$ cat src/rtl/minicpu_stack_alu.sv
// minicpu_stack_alu: DEPTH-entry, WIDTH-bit register-stack ALU for the MiniCPU sequencer.
// Define MINICPU_STACK_ALU_MUL_EN to build the multi-cycle shift-add MUL (I=10011).
module minicpu_stack_alu #(
  parameter int WIDTH = 6,
  parameter int DEPTH = 8,
  parameter int CW    = $clog2(DEPTH + 1)
) (
  input  logic             Clk,
  input  logic             Rst,
  input  logic             CE,
  input  logic [4:0]       I,
  input  logic             Ld,
  input  logic [WIDTH-1:0] DI,
  input  logic [WIDTH-1:0] Op,
  input  logic             ErrClr,
  output logic [WIDTH-1:0] A,
  output logic [WIDTH-1:0] B,
  output logic [WIDTH-1:0] C,
  output logic             Z,
  output logic             Cy,
  output logic [CW-1:0]    Cnt,
  output logic             Full,
  output logic             Empty,
  output logic             Ovf,
  output logic             Unf,
  output logic             Busy,
  output logic             Done
);

  logic [WIDTH-1:0] stk_q [DEPTH];
  logic [WIDTH-1:0] stk_d [DEPTH];
  logic             cy_q, cy_d;
  logic             ovf_q, ovf_d;
  logic             unf_q, unf_d;
  logic [CW-1:0]    cnt_q, cnt_d;

  logic             busy;
  logic             do_push, do_pop, wr_tos, do_swap, do_rot;
  logic [WIDTH-1:0] push_val, tos_val;
  logic [CW-1:0]    need;
  logic [WIDTH:0]   alu_sum;
  logic             ovf_err, unf_err;

`ifdef MINICPU_STACK_ALU_MUL_EN
  localparam int SW = $clog2(WIDTH);

  typedef enum logic {S_IDLE, S_MUL} state_e;
  state_e             state_q, state_d;
  logic [SW-1:0]      step_q, step_d;
  logic [2*WIDTH-1:0] acc_q, acc_d;
  logic [2*WIDTH-1:0] mcand_q, mcand_d;
  logic [WIDTH-1:0]   mplier_q, mplier_d;
  logic               mul_start, mul_fin;
  logic               done_q;

  always_ff @(posedge Clk or posedge Rst) begin
    if (Rst) state_q <= S_IDLE;
    else     state_q <= state_d;
  end

  always_comb begin
    state_d = state_q;
    case (state_q)
      S_IDLE: if (mul_start) state_d = S_MUL;
      S_MUL:  if (mul_fin)   state_d = S_IDLE;
      default: state_d = S_IDLE;
    endcase
  end

  always_comb begin
    busy    = (state_q == S_MUL);
    mul_fin = busy && (step_q == SW'(WIDTH - 1));
  end

  // One partial product per cycle; the final step's sum is written straight to A/B.
  always_comb begin
    acc_d    = acc_q;
    mcand_d  = mcand_q;
    mplier_d = mplier_q;
    step_d   = step_q;
    if (mul_start) begin
      acc_d    = '0;
      mcand_d  = {{WIDTH{1'b0}}, stk_q[0]};
      mplier_d = stk_q[1];
      step_d   = '0;
    end else if (busy) begin
      acc_d    = acc_q + (mplier_q[0] ? mcand_q : {2*WIDTH{1'b0}});
      mcand_d  = mcand_q << 1;
      mplier_d = mplier_q >> 1;
      step_d   = step_q + 1'b1;
    end
  end

  always_ff @(posedge Clk or posedge Rst) begin
    if (Rst) begin
      acc_q    <= '0;
      mcand_q  <= '0;
      mplier_q <= '0;
      step_q   <= '0;
      done_q   <= 1'b0;
    end else begin
      acc_q    <= acc_d;
      mcand_q  <= mcand_d;
      mplier_q <= mplier_d;
      step_q   <= step_d;
      done_q   <= mul_fin;
    end
  end

  assign Done = done_q;
`else
  assign busy = 1'b0;
  assign Done = 1'b0;
`endif

  always_comb begin
    do_push  = 1'b0;
    do_pop   = 1'b0;
    wr_tos   = 1'b0;
    do_swap  = 1'b0;
    do_rot   = 1'b0;
    push_val = '0;
    tos_val  = '0;
    need     = '0;
    alu_sum  = '0;
    cy_d     = cy_q;
`ifdef MINICPU_STACK_ALU_MUL_EN
    mul_start = 1'b0;
`endif
    if (CE && !busy) begin
      if (Ld) begin
        do_push  = 1'b1;
        push_val = DI;
      end else begin
        case (I)
          5'b00011, 5'b00100: begin
            do_pop = 1'b1;
            need   = CW'(1);
          end
          5'b00110: begin
            do_push  = 1'b1;
            push_val = Op;
          end
          5'b01000, 5'b01001: begin
            if (I[0]) alu_sum = {1'b0, stk_q[1]} + {1'b0, ~stk_q[0]} + {{WIDTH{1'b0}}, cy_q};
            else      alu_sum = {1'b0, stk_q[1]} + {1'b0, stk_q[0]}  + {{WIDTH{1'b0}}, cy_q};
            do_pop  = 1'b1;
            wr_tos  = 1'b1;
            tos_val = alu_sum[WIDTH-1:0];
            cy_d    = alu_sum[WIDTH];
            need    = CW'(2);
          end
          5'b01010, 5'b01011, 5'b01100: begin
            do_pop = 1'b1;
            wr_tos = 1'b1;
            need   = CW'(2);
            case (I[2:0])
              3'b010:  tos_val = stk_q[1] & stk_q[0];
              3'b011:  tos_val = stk_q[1] | stk_q[0];
              default: tos_val = stk_q[1] ^ stk_q[0];
            endcase
          end
          5'b01101: begin
            wr_tos  = 1'b1;
            tos_val = {cy_q, stk_q[0][WIDTH-1:1]};
            cy_d    = stk_q[0][0];
            need    = CW'(1);
          end
          5'b01110: begin
            wr_tos  = 1'b1;
            tos_val = {stk_q[0][WIDTH-2:0], cy_q};
            cy_d    = stk_q[0][WIDTH-1];
            need    = CW'(1);
          end
          5'b10000: begin
            do_push  = 1'b1;
            push_val = stk_q[0];
            need     = CW'(1);
          end
          5'b10001: begin
            do_swap = 1'b1;
            need    = CW'(2);
          end
          5'b10010: begin
            do_rot = 1'b1;
            need   = CW'(3);
          end
`ifdef MINICPU_STACK_ALU_MUL_EN
          5'b10011: begin
            mul_start = 1'b1;
            need      = CW'(2);
          end
`endif
          default: ;
        endcase
      end
    end
  end

  // Net-pop ALU ops pop first, then overwrite the new TOS with the result.
  always_comb begin
    stk_d   = stk_q;
    cnt_d   = cnt_q;
    ovf_err = 1'b0;
    unf_err = (cnt_q < need);
    if (do_push) begin
      for (int unsigned k = 1; k < DEPTH; k++) stk_d[k] = stk_q[k-1];
      stk_d[0] = push_val;
      if (cnt_q == CW'(DEPTH)) ovf_err = 1'b1;
      else                     cnt_d   = cnt_q + 1'b1;
    end
    if (do_pop) begin
      for (int unsigned k = 0; k < DEPTH - 1; k++) stk_d[k] = stk_q[k+1];
      if (cnt_q != '0) cnt_d = cnt_q - 1'b1;
    end
    if (wr_tos) stk_d[0] = tos_val;
    if (do_swap) begin
      stk_d[0] = stk_q[1];
      stk_d[1] = stk_q[0];
    end
    if (do_rot) begin
      stk_d[0] = stk_q[2];
      stk_d[1] = stk_q[0];
      stk_d[2] = stk_q[1];
    end
`ifdef MINICPU_STACK_ALU_MUL_EN
    if (mul_fin) begin
      stk_d[0] = acc_d[WIDTH-1:0];
      stk_d[1] = acc_d[2*WIDTH-1:WIDTH];
    end
`endif
    ovf_d = ovf_err | (ovf_q & ~(CE & ErrClr));
    unf_d = unf_err | (unf_q & ~(CE & ErrClr));
  end

  always_ff @(posedge Clk or posedge Rst) begin
    if (Rst) begin
      for (int unsigned k = 0; k < DEPTH; k++) stk_q[k] <= '0;
      cy_q  <= 1'b0;
      cnt_q <= '0;
      ovf_q <= 1'b0;
      unf_q <= 1'b0;
    end else begin
      for (int unsigned k = 0; k < DEPTH; k++) stk_q[k] <= stk_d[k];
      cy_q  <= cy_d;
      cnt_q <= cnt_d;
      ovf_q <= ovf_d;
      unf_q <= unf_d;
    end
  end

  assign A     = stk_q[0];
  assign B     = stk_q[1];
  assign C     = stk_q[2];
  assign Z     = (stk_q[0] == '0);
  assign Cy    = cy_q;
  assign Cnt   = cnt_q;
  assign Full  = (cnt_q == CW'(DEPTH));
  assign Empty = (cnt_q == '0);
  assign Ovf   = ovf_q;
  assign Unf   = unf_q;
  assign Busy  = busy;

endmodule

$ cat config.mk
export PLATFORM = sky130hd
export DESIGN_NAME = minicpu_stack_alu
export DESIGN_NICKNAME = d
export VERILOG_FILES = /design/src/rtl/minicpu_stack_alu.sv
export SDC_FILE = /design/constraint.sdc
export NUM_CORES = 1
export LEC_CHECK = 0
export CORE_UTILIZATION = 52
export DETAILED_ROUTE_END_ITERATION = 7
export MAX_ROUTING_LAYER = met4
export PLACE_DENSITY_LB_ADDON = 0.1
export SYNTH_ARGS = -nofsm -noshare
export SYNTH_HDL_FRONTEND = slang
export SYNTH_SLANG_ARGS = --single-unit
$ cat constraint.sdc
create_clock -name Clk -period 2.4 [get_ports Clk]
set_input_delay 0.48 -clock Clk [delete_from_list [all_inputs] [get_ports Clk]]
set_output_delay 0.48 -clock Clk [all_outputs]
set_load 0.005 [all_outputs]
==> results_dict.tcl <==
set metrics [dict create \
    timing_worst_setup_path_type "reg2out" \
    yosysUniqueCellTypes 62 \
    timing.final.max_slew_violations 0 \
    clkSinkCount 55 \
    synthMostInstantiatedCell "sky130_fd_sc_hd__nor2_1" \
    timing.reg2reg.setup_slack_ps 80 \
    placeableCoreArea_sq_mm 0.00789 \
    grt_setup_unrepaired "yes" \
    effective_utilization_at_floorplan_pct 55.0 \
    clock_tree.htree_level_count 2 \
    insertion_delay_ps 310 \
    die_height_um 93.4 \
    width_of_the_die_um 93.4 \
    setup.worst_path.end "Full" \
    maxUsedRoutingLayer "met4" \
    hpwlAfterDp_um 9500 \
    antenna_cells_inserted 0 \
    residual_drc 0 \
    final_net_count 652 \
    tightestPinTransition_ps 534 \
    vdd_ir_drop_max_mv 0.547 \
    critical_path_buf_inv_count 2 \
    finalSetupViolations 0 \
    syn_avg_cell_area_sq_um 8.51 \
    drt_pre_antenna_iters 5 \
    synth-warning-count 0 \
    placementRows 32 \
    preCtsSetupSlack_ps -158 \
    global_route.usage.total_pct 29.7 \
    launch_instance_of_the_worst_register_to_register_path "A[0]" \
    relSlewSlack_pct 64.3 \
    cts-root-buf "sky130_fd_sc_hd__clkbuf_8" \
    critical_path.max_fanout 4 \
    period_minus_ws_final_ps 2350 \
    globalplace.congestion 0.968 \
    power.density_cell_area_mw_per_mm2 721 \
    crit_cells 5 \
    area.growth.synth_to_final_pct 28.4 \
    outcome "complete, no violations" \
    ant_nets 0 \
    design.die.area_sq_mm 0.00872 \
    netlist.top_cell.by_area "sky130_fd_sc_hd__dfrtp_1" \
    top_area_cell_type_share_of_the_netlist_area_pct 31.7 \
    ios 52 \
    synth_seq_cells 55 \
    hp-class "reg2reg" \
    fmaxAchievable_mhz 426 \
    startpoint "Cnt[0]" \
    post-place-cells 700 \
    critical-path-max-stage-delay_ps 530 \
    post_route_clock_skew_ps 9.36 \
    detailedRoute.firstIterationViolations 312 \
    global_route_wire_length_before_repair_um 19500 \
    path_delay_family "buffers and inverters" \
    placement.io_buffers 49 \
    timing.final.ws_setup_ps 54.6 \
    via_count 4091 \
    fin_cells 709 \
    synth_edf_count 0 \
    pin_count_of_the_biggest_net_entering_global_routing 26 \
    postSynth.topFlopCell "sky130_fd_sc_hd__dfrtp_1" \
    wl_met3_um 600 \
    worstPathRequired_ps 1920 \
    ratio_of_cells_with_drive_above_1_in_the_final_layout_pct 22.2 \
    crit_slowest_cell "sky130_fd_sc_hd__clkdlybuf4s50_1" \
    cts_tree "done" \
    grt_pass1_vias 3899 \
    timing.hold.worst.start "Ovf" \
    cells_along_the_critical_path "inv_1 -> ha_2 -> nand2_1 -> nor2_2 -> clkdlybuf4s50_1" \
    detail_route.wirelength_um 12300 \
    endpoint_of_the_worst_register_to_register_path "A[4]" \
    synth.top_cells.by_count "sky130_fd_sc_hd__nor2_1 (71), sky130_fd_sc_hd__a21oi_1 (62), sky130_fd_sc_hd__dfrtp_1 (55), sky130_fd_sc_hd__mux2i_1 (40), sky130_fd_sc_hd__nand2_1 (31)" \
    power.static_leakage_nw 2.55 \
    finalHoldViolations 0 \
    met2WireLength_um 6180 \
    min_period_over_period_pct 97.7 \
    grt_overflow 0 \
    r2r_cells 10 \
    drv_cap 0 \
    setup.worst_path.end_class "output port" \
    crit_path_start_kind "flop" \
    detail_route.wirelength.met1_um 5240 \
    number_of_buffers_added_by_the_clock_tree_synthesis_step 5 \
    number_of_antenna_violations_at_the_first_check_in_global_routing 0 \
    cts.path.max_buffers 2 \
    synth_top_cells_by_area "sky130_fd_sc_hd__dfrtp_1 (32%), sky130_fd_sc_hd__mux2i_1 (9.2%), sky130_fd_sc_hd__a21oi_1 (7.1%)" \
    routed_via_density 5.77 \
    post_synthesis_async_set_or_reset_flop_share_pct 100 \
    postSynthCellCount 510 \
    drt-wirelength-per-cell_um 17.3 \
    critical_path_arrival_ps 1870 \
    path_clk_slew_ps 110 \
    syn-cell-area_sq_mm 0.00434 \
    fraction_of_the_yosys_area_taken_by_sequential_cells_pct 31.7 \
]
==> worst min path at each step <==
stage | endpoint | cells after the start | slack [ps]
after global placement | Ovf | 1 | 490
after detailed placement | Ovf | 1 | 490
after floorplan | stk_q[5] | 1 | 480
after CTS | Ovf | 1 | 510
final | Ovf | 1 | 510
after global routing | Ovf | 1 | 520
==> metal layers <==
metal	up-vias	track usage (%)
met5	-	-
met1	1956	38.9
met4	0	9.23
met2	135	49.2
li1	1973	-
met3	27	2.68
==> sequential cells by signal, summed over array words and instances (netlist names) <==
register  cells
A             6
Cnt           4
stk_q        30
Cy            1
C             6
B             6
Ovf           1
Unf           1
==> metrics by stage <==
stage	power, mW	setup TNS, ps	area [sq um]	util [%]	hold WS [ps]
global route	4.30	-58.7	5570	70.7	523
CTS	3.96	0	5530	70.1	513
detailed placement	3.37	-2980	5410	68.6	488
finish	4.02	0	5570	70.7	513
global placement	3.28	-1350	5410	68.6	486
floorplan	2.59	0	4350	-	479
==> kinds of logic (layout without fill, tap and decap cells) <==
| logic type | Yosys count | in the layout | synth area share, % |
|---|---|---|---|
| AO/OA/AOI/OAI | 148 | 148 | 22.4 |
| multiplexers | 48 | 48 | 11.3 |
| XOR/XNOR | 6 | 6 | 1.21 |
| other | 1 | 2 | 0.0864 |
| AND/OR/NAND/NOR | 150 | 150 | 16.1 |
| adder cells (fa/ha/maj) | 24 | 24 | 7.61 |
| flip-flops | 55 | 55 | 31.7 |
| buffers and inverters | 78 | 174 | 9.65 |
==> cell usage in the layout, fill, tap and decap left out, types with 3 or more instances in the layout <==
cell type	n
sky130_fd_sc_hd__a211oi_1	5
sky130_fd_sc_hd__a21oi_1	58
sky130_fd_sc_hd__a21oi_2	9
sky130_fd_sc_hd__a22o_1	4
sky130_fd_sc_hd__a22oi_1	4
sky130_fd_sc_hd__buf_12	8
sky130_fd_sc_hd__buf_4	81
sky130_fd_sc_hd__clkbuf_8	6
sky130_fd_sc_hd__clkdlybuf4s50_1	49
sky130_fd_sc_hd__dfrtp_1	53
sky130_fd_sc_hd__fa_2	3
sky130_fd_sc_hd__ha_1	19
sky130_fd_sc_hd__inv_1	27
sky130_fd_sc_hd__mux2_2	8
sky130_fd_sc_hd__mux2i_1	40
sky130_fd_sc_hd__nand2_1	30
sky130_fd_sc_hd__nand2b_1	6
sky130_fd_sc_hd__nand3_1	7
sky130_fd_sc_hd__nor2_1	70
sky130_fd_sc_hd__nor2b_1	9
sky130_fd_sc_hd__nor3_1	6
sky130_fd_sc_hd__o211ai_1	4
sky130_fd_sc_hd__o21a_1	3
sky130_fd_sc_hd__o21ai_0	17
sky130_fd_sc_hd__o21ai_1	7
sky130_fd_sc_hd__o221ai_1	6
sky130_fd_sc_hd__o22ai_1	5
sky130_fd_sc_hd__xnor2_1	4
==> power breakdown <==
part           internal (mW)  switching, mW
registers               1.22          0.291
clock network          0.244          0.326
logic                   1.01          0.924
==> layout make-up <==
type / count / area [sq um]
clock inverter: 2 / 20.0
clock buffer: 6 / 82.6
sequential: 55 / 1380
multi-input combinational: 378 / 2600
inverter: 28 / 105
fill: 636 / 2310
tap: 102 / 128
timing repair buffer: 138 / 1260
==> worst register-to-register path, delay by kind of cell, from the launching register on <==
| kind | cells | cell delay, ps |
|---|---|---|
| AO/OA/AOI/OAI | 4 | 540 |
| flip-flops | 1 | 400 |
| buffers and inverters | 1 | 90 |
| AND/OR/NAND/NOR | 2 | 320 |
| adder cells (fa/ha/maj) | 2 | 740 |
| XOR/XNOR | 1 | 130 |
==> what timing repair did <==
item / 4_1_cts / 5_1_grt
hold buffers: 0 / 0
endpoints found under the setup margin: 3 / 6
gates resized for setup: 5 / 13
setup buffers: 0 / 1
pin swaps: 2 / 7
Note: power is estimated with default switching activity, not from simulation.
